### src/rtl/pipe_skid_reg.sv
// -----------------------------------------------------------------------------
// pipe_skid_reg
//
// Purpose:
//   Pipeline stage register with a one-entry skid buffer.
//   - The main register drives out_data/out_valid.
//   - The skid register catches the single beat that can arrive in the cycle
//     where the downstream stops accepting.
//   Because of the skid entry, in_ready is fully registered and has no
//   combinational path from out_ready.
//
// Handshake (both sides):
//   A beat transfers on a rising clk edge where valid & ready are both 1.
//   - A producer holding valid keeps its data stable until the transfer.
//   - ready may be asserted whether or not valid is present.
//   - In this stage, in_ready depends only on registered occupancy.
//
// Optional feature:
//   `PIPE_SKID_REG_PERF_EN` enables two saturating performance counters
//   (stall_cycles, flush_count). When undefined, both outputs are constant 0
//   and no counter flops exist.
//
// Parameters:
//   DATA_W     : payload width
//   RESET_VAL  : out_data and skid contents after reset
//   BUBBLE_VAL : out_data after a flush
//
// Ports:
//   clk          : clock; all flops are rising-edge
//   reset        : asynchronous, active-high reset (wins over flush)
//   flush        : synchronous; discards all held and incoming beats
//   in_valid     : upstream beat present
//   in_ready     : stage can accept (registered)
//   in_data      : upstream payload
//   out_valid    : downstream beat present (registered)
//   out_ready    : downstream accepts
//   out_data     : downstream payload (registered)
//   stall_cycles : count of cycles with out_valid=1 & out_ready=0
//   flush_count  : count of flushes that discarded something
//   state_dbg    : occupancy state (0=EMPTY, 1=ONE, 2=TWO) for observation
// -----------------------------------------------------------------------------
module pipe_skid_reg #(
    parameter int unsigned          DATA_W     = 64,
    parameter logic [DATA_W-1:0]    RESET_VAL  = {DATA_W{1'b0}},
    parameter logic [DATA_W-1:0]    BUBBLE_VAL = {DATA_W{1'b0}}
) (
    input  logic              clk,
    input  logic              reset,
    input  logic              flush,
    input  logic              in_valid,
    output logic              in_ready,
    input  logic [DATA_W-1:0] in_data,
    output logic              out_valid,
    input  logic              out_ready,
    output logic [DATA_W-1:0] out_data,
    output logic [31:0]       stall_cycles,
    output logic [31:0]       flush_count,
    output logic [1:0]        state_dbg
);

    typedef enum logic [1:0] {
        EMPTY = 2'd0,
        ONE   = 2'd1,
        TWO   = 2'd2
    } state_t;

    state_t            state_q;
    state_t            state_d;
    logic [DATA_W-1:0] main_q;
    logic [DATA_W-1:0] main_d;
    logic [DATA_W-1:0] skid_q;
    logic [DATA_W-1:0] skid_d;
    logic              out_valid_q;
    logic              in_ready_q;
    logic              in_fire;
    logic              out_fire;

    assign in_fire  = in_valid & in_ready_q;
    assign out_fire = out_valid_q & out_ready;

    // -------------------------------------------------------------------------
    // Next-state / datapath
    // -------------------------------------------------------------------------
    always_comb begin
        state_d = state_q;
        main_d  = main_q;
        skid_d  = skid_q;

        if (flush) begin
            // Anything held or firing this cycle is dropped. The skid entry
            // is invalidated through the state; its contents are don't-care.
            state_d = EMPTY;
            main_d  = BUBBLE_VAL;
        end else begin
            unique case (state_q)
                EMPTY: begin
                    if (in_fire) begin
                        state_d = ONE;
                        main_d  = in_data;
                    end
                end
                ONE: begin
                    if (in_fire && out_fire) begin
                        main_d = in_data;
                    end else if (in_fire) begin
                        // Downstream stalled: park the new beat in the skid.
                        state_d = TWO;
                        skid_d  = in_data;
                    end else if (out_fire) begin
                        // main keeps its last value while EMPTY.
                        state_d = EMPTY;
                    end
                end
                TWO: begin
                    if (out_fire) begin
                        state_d = ONE;
                        main_d  = skid_q;
                    end
                end
                default: begin
                    state_d = EMPTY;
                end
            endcase
        end
    end

    // -------------------------------------------------------------------------
    // State and data registers
    // -------------------------------------------------------------------------
    always_ff @(posedge clk or posedge reset) begin
        if (reset) begin
            state_q     <= EMPTY;
            main_q      <= RESET_VAL;
            skid_q      <= RESET_VAL;
            out_valid_q <= 1'b0;
            in_ready_q  <= 1'b1;
        end else begin
            state_q     <= state_d;
            main_q      <= main_d;
            skid_q      <= skid_d;
            // Handshake flags are registered images of the next occupancy.
            out_valid_q <= (state_d != EMPTY);
            in_ready_q  <= (state_d != TWO);
        end
    end

    assign out_data  = main_q;
    assign out_valid = out_valid_q;
    assign in_ready  = in_ready_q;
    assign state_dbg = state_q;

    // -------------------------------------------------------------------------
    // Performance counters
    // -------------------------------------------------------------------------
`ifdef PIPE_SKID_REG_PERF_EN
    logic [31:0] stall_q;
    logic [31:0] flush_cnt_q;
    logic        stall_evt;
    logic        flush_evt;

    assign stall_evt = out_valid_q & ~out_ready;
    // Only count flushes that actually discarded something.
    assign flush_evt = flush & ((state_q != EMPTY) | in_fire);

    always_ff @(posedge clk or posedge reset) begin
        if (reset) begin
            stall_q     <= 32'd0;
            flush_cnt_q <= 32'd0;
        end else begin
            if (stall_evt && (stall_q != 32'hFFFF_FFFF)) begin
                stall_q <= stall_q + 32'd1;
            end
            if (flush_evt && (flush_cnt_q != 32'hFFFF_FFFF)) begin
                flush_cnt_q <= flush_cnt_q + 32'd1;
            end
        end
    end

    assign stall_cycles = stall_q;
    assign flush_count  = flush_cnt_q;
`else
    assign stall_cycles = 32'd0;
    assign flush_count  = 32'd0;
`endif

endmodule

### config.mk
export PLATFORM = sky130hd
export DESIGN_NAME = pipe_skid_reg
export DESIGN_NICKNAME = d
export VERILOG_FILES = /design/src/rtl/pipe_skid_reg.sv
export SDC_FILE = /design/constraint.sdc
export NUM_CORES = 1
export LEC_CHECK = 0
export ABC_AREA = 1
export BUFFER_PORTS_ARGS = -buffer_cell sky130_fd_sc_hd__buf_2
export CAP_MARGIN = 20
export CORE_MARGIN = 3
export CORE_UTILIZATION = 47
export DETAILED_ROUTE_END_ITERATION = 16
export PLACE_DENSITY = 0.78
export SLEW_MARGIN = 5
export SYNTH_ARGS = -nofsm -noshare
export SYNTH_HDL_FRONTEND = slang
export SYNTH_SLANG_ARGS = --single-unit
### constraint.sdc
create_clock -name clk -period 4 [get_ports clk]
set_input_delay 0.4 -clock clk [delete_from_list [all_inputs] [get_ports clk]]
set_output_delay 0.4 -clock clk [all_outputs]
set_load 0.005 [all_outputs]
* Yosys cells after proc, flatten, opt, wreduce, memory -nomap -nowiden
Index checks and enable logic that the tools add are counted.
** Word-level totals
- Output and inout bits :: 132
- Logic and storage cells :: 33
- Bits in registers :: 132
- Bits of input ports :: 69
** Operators by class
- Eq/ne operators :: 6
- Reduce and logical (&&, ||, !) cells :: 6
- Bitwise logic cells :: 4
- Mux-type cells :: 12
** Operators with widths (count)
- $mux 64 :: 4
- $pmux 64 s3 :: 1
- $mux 2 :: 6
- $ne 3x3->1 const B :: 3
- $reduce_and 4->1 :: 2
- $pmux 2 s3 :: 1
- $reduce_bool 4->1 :: 1
- $and 1x1->1 :: 2
- $eq 2x1->1 const B :: 1
- $eq 2x2->1 const B :: 1
- $logic_not 2->1 :: 1
- $ne 2x2->1 const B :: 1
- $not 1->1 :: 2
- $reduce_bool 2->1 :: 1
- $logic_and 1x1->1 :: 1

* Logic depth before layout (Yosys ltp)
- Word-level depth :: 7
- Mapped depth :: 9
- Depth with buffers taken out :: 7

* Worst setup path after synthesis
Ideal clock, no wire load.
- Path kind :: reg-to-reg
- Start :: register in_ready_q (netlist: in_ready)
- End :: register skid_q[35]
- Library setup time :: 0.121 ns
- Path buffers :: 2
- Arrival time :: 1.264 ns
- Data required time :: 3.879 ns
- Clock period less this slack :: 1.385 ns
- Cell stages (with the launch flop) :: 8
- Slack :: 2.615 ns
- Cell sequence :: dfstp_2 > nand2_1 > nor3_2 > nand2_1 > buf_4 > buf_2 > nand2_1 > o21ai_1
** On the way
- Cells in the longest elaborated chain, start to end :: 4
** RTL lines
- from (decl) :: line 74 : logic in_ready_q;
- from (signal assigned) :: line 143 : in_ready_q <= (state_d != TWO);
- $and 1x1->1 (*) :: line 78 : assign in_fire = in_valid & in_ready_q;
- $logic_and 1x1->1 :: line 103 : if (in_fire && out_fire) begin
- $not 1->1 (no line)
- $reduce_and 4->1 (no line) (*)
- to (signal assigned) :: line 140 : skid_q <= skid_d;
- to (decl) :: line 71 : logic [DATA_W-1:0] skid_q;
Mark *: on every way between the ends. The rest lies on a longest branch, timed or not.
A chain may end at the register's enable or synchronous reset.

* Worst setup path after layout
- Start :: register state_q[1] (netlist: state_dbg[1])
- End :: register main_q[12] (netlist: out_data[12])
** On the way
- Cells in the longest elaborated chain, start to end :: 3
- Elaborated cells between the ends (all ways) :: 10
- Classes of those cells :: eq/ne: 5; mux: 2; reduce/logical: 3
** RTL lines
- from (decl) :: line 67 : state_t state_q;
- from (signal assigned) :: line 138 : state_q <= state_d;
- $eq 2x1->1, or another cell as far along :: line 95 : unique case (state_q)
- $ne 3x3->1 (no line), or another cell as far along
- $reduce_and 4->1 (no line) or $mux 64 (tied branches)
- to (signal assigned) :: line 139 : main_q <= main_d;
- to (decl) :: line 69 : logic [DATA_W-1:0] main_q;
Several ways; a longest one is shown, not always the timed one.

==> impl_results.md <==
* Nets at 1107
* Gpl congestion at 0.771
* Tot Pwr at 4550 uW
* Worst r2r src: state_dbg[1]$_DFF_PP0_
* CP top delay family: simple AND/OR/NAND/NOR gates
* Clock share of power at 0.352
* Crit path DAT at 2.60 ns
* Minimum clock period at 2.31 ns
* Worst min path class: in2async
* Most common cell after layout, fill and taps aside: nand2_1
* Syn Inst Count at 931
* DIE HEIGHT at 128 um
* Crit Path Category: reg2reg
* Cell variety after synth at 20
* Port bufs at 136
* Clk_lat worst skew at 0.42 ns
* Worst Tran Pin Value at 0.952 ns
* Post-CTS Setup Repair Bufs at 0
* Placed Cells at 1199
* Fin Clk Skew at 0.00884 ns
* Antenna Nets Post-Route at 0
* Largest net degree at the start of global routing at 96
* Multi-input gate area at 0.00275 mm^2
* Setup tns final at 0 ns
* CTS Sinks at 132
* Area contributors post-synth: dfrtp_1 (47%), nand2_1 (18%), buf_4 (8.0%), nor2_1 (7.1%), nand3_1 (4.8%)
* DRC viols at 0
* Final setup violating endpoints at 0
* Layout area overhead at 13.9%
* Full die area at 0.0163 mm^2
* Crit-path max cell delay at 0.62 ns
* Net Sw Frac at 0.300
* Gate power share at 0.206
* Initial antenna violation count at 0
* Final HPWL DP at 9580 um
* Status: complete, no violations
* Antenna cell count at 0
* Part of the Yosys area used for sequential elements at 0.476
* Tcrit/Tclk final at 0.578
* Unrepaired setup endpoints after global routing: false
* First-pass GRT wire length at 25200 um
* Sequence of cells on the critical path: nand2_4 -> nor2_8 -> inv_2 -> nand3_4 -> nand2_1 -> nand2_1
* Core box area at 0.0141 mm^2
* Layout Cells excl Fill at 1231
* Reg2Reg Depth at 6
* Synthesized area at 0.00694 mm^2
* GR Overflow Total at 0
* Clock Root Buffer: clkbuf_16
* VDD IR-drop max at 0.000282 V
* Top Ports at 201
* Tot GR Track Use at 0.191
* Leakage Power at 0.00490 uW
* Avg WL per Cell at 12.6 um
* Flop pwr share at 0.442
* Final Hold Vio Count at 0
* Register area at 0.00330 mm^2
* Crit path launch type: register
* Synth Area per Inst at 7.46 um^2
* Num rows at 43
* MaxCap Viol Count at 0
* Pint at 3190 uW
* Yosys warnings at 0
* Synthesis-stage register bit count at 132
* Post-DR vias/cell at 4.66
* Fin. max-slew vios at 0
* R2r setup slk at 1.69 ns
* Tightest hold margin at 0.156 ns
* Worst-path maximum fanout at 64
* Switch Pwr at 1370 uW
* Initial Util at 0.491
* Drt first pass iters at 5
* Buf/Inv on CP at 1
* Fillcell total at 1343
* Post-CTS Resized at 0
* Layout cells sized above 1 at 0.179
* Vias in the first global route at 5129
* Max Clock Freq at 0.432 GHz
* Clk buf depth at 2
* Slew Limit Headroom at 0.365
* Critical R2R Capture: out_data[12]$_DFFE_PP0P_
* Most frequent cells in the layout: nand2_1 (332), buf_2 (136), nor2_1 (131), dfrtp_1 (131), inv_1 (71)
* WP depth at 6
* Req. time, crit path at 4.29 ns
* Post-Route WL at 15600 um
* Number of DRC markers in iteration 0 at 551
* Setup WS post-layout at 1.69 ns
* Clock buffer count from CTS at 17
* Setup WS pre-CTS at 1.53 ns
* Slowest-stage cell, CP: nand3_4
* Via Count at 5736
* # H-tree levels at 4
* Synth top area share at 0.472
* Die X at 128 um
* CP Capture Type: register
* Hold Buf Count CTS at 0
* CTS clk-pin slew, worst paths at 0.06 ns
* Yosys top cell by area: dfrtp_1
* Cell with the most instances on the worst path: nand2_1
* CTS tree: built
* P per Cell Area at 576 mW/mm^2
layer usage:
layer / GRT usage / vias up / routed length (um)
met4: 0.0587 / 0 / 207
li1: - / 2914 / -
met1: 0.274 / 2623 / 7190
met5: 0 / - / 0
met3: 0.0468 / 17 / 942
met2: 0.286 / 182 / 7230
power groups by stage:
| stage | clock network (uW) | registers (uW) | logic [uW] |
|---|---|---|---|
| 2_1_floorplan | 0 | 1990 | 727 |
| 3_3_place_gp | 0 | 2010 | 921 |
| 3_5_place_dp | 0 | 2020 | 955 |
| 4_1_cts | 1630 | 2010 | 958 |
| 5_1_grt | 1690 | 2060 | 1090 |
| 6_report | 1600 | 2010 | 940 |
layout make-up:
cell class / instances / area share
clock inverters: 10 / 0.0161
inverters: 76 / 0.0367
repair buffers: 143 / 0.0927
clock buffers: 22 / 0.0612
multi-input cells: 668 / 0.347
flip-flops and latches: 132 / 0.418
well taps: 180 / 0.0285
worst register-to-register path: stages (launching register included):
cell	delay, ns
dfrtp_1	0.48
nand2_4	0.54
nor2_8	0.11
inv_2	0.09
nand3_4	0.62
nand2_1	0.27
nand2_1	0.08
cell usage after synthesis:
cell type and number:
dfrtp_1 131, nand2_1 333, nand3_4 1, inv_2 3, clkbuf_1 5, o21ai_0 2
nor2_2 1, nor3_2 1, dfstp_2 1, o21ai_1 65, nor2_1 131, buf_2 26
nor2_8 2, buf_4 74, nand2_4 1, nand2_2 1, nand3_1 66, conb_1 1
inv_1 73, buf_6 13
registers in the layout, summed over array words and instances (netlist names):
name / cells
state_dbg: 2
out_data: 64
in_ready: 1
skid_q: 64
out_valid: 1
stage by stage:
step	cell area, um^2	utilization
2_1_floorplan	7180	-
3_3_place_gp	7300	0.516
3_5_place_dp	7300	0.516
4_1_cts	7910	0.559
5_1_grt	7910	0.559
6_report	7910	0.559
how the worst max path moves through the flow:
stage | from | endpoint | slack, ns
6_report | state_dbg[1]$_DFF_PP0_ | out_data[12]$_DFFE_PP0P_ | 1.69
3_3_place_gp | flush | out_data[30]$_DFFE_PP0P_ | 1.54
3_5_place_dp | flush | out_data[32]$_DFFE_PP0P_ | 1.53
2_1_floorplan | reset | out_data[0]$_DFFE_PP0P_ | 0.08
5_1_grt | state_dbg[0]$_DFF_PP0_ | out_data[60]$_DFFE_PP0P_ | 1.47
4_1_cts | state_dbg[1]$_DFF_PP0_ | out_data[12]$_DFFE_PP0P_ | 1.66
logic make-up (layout without fill, tap and decap cells):
kind of cell / after synthesis / after routing / synth area share
flops: 132 / 132 / 0.476
other cells: 1 / 64 / 0.000540
compound gates: 67 / 67 / 0.0483
buf+inv: 194 / 251 / 0.164
simple gates: 537 / 537 / 0.312
No activity file was read; power rests on OpenSTA's default activity.
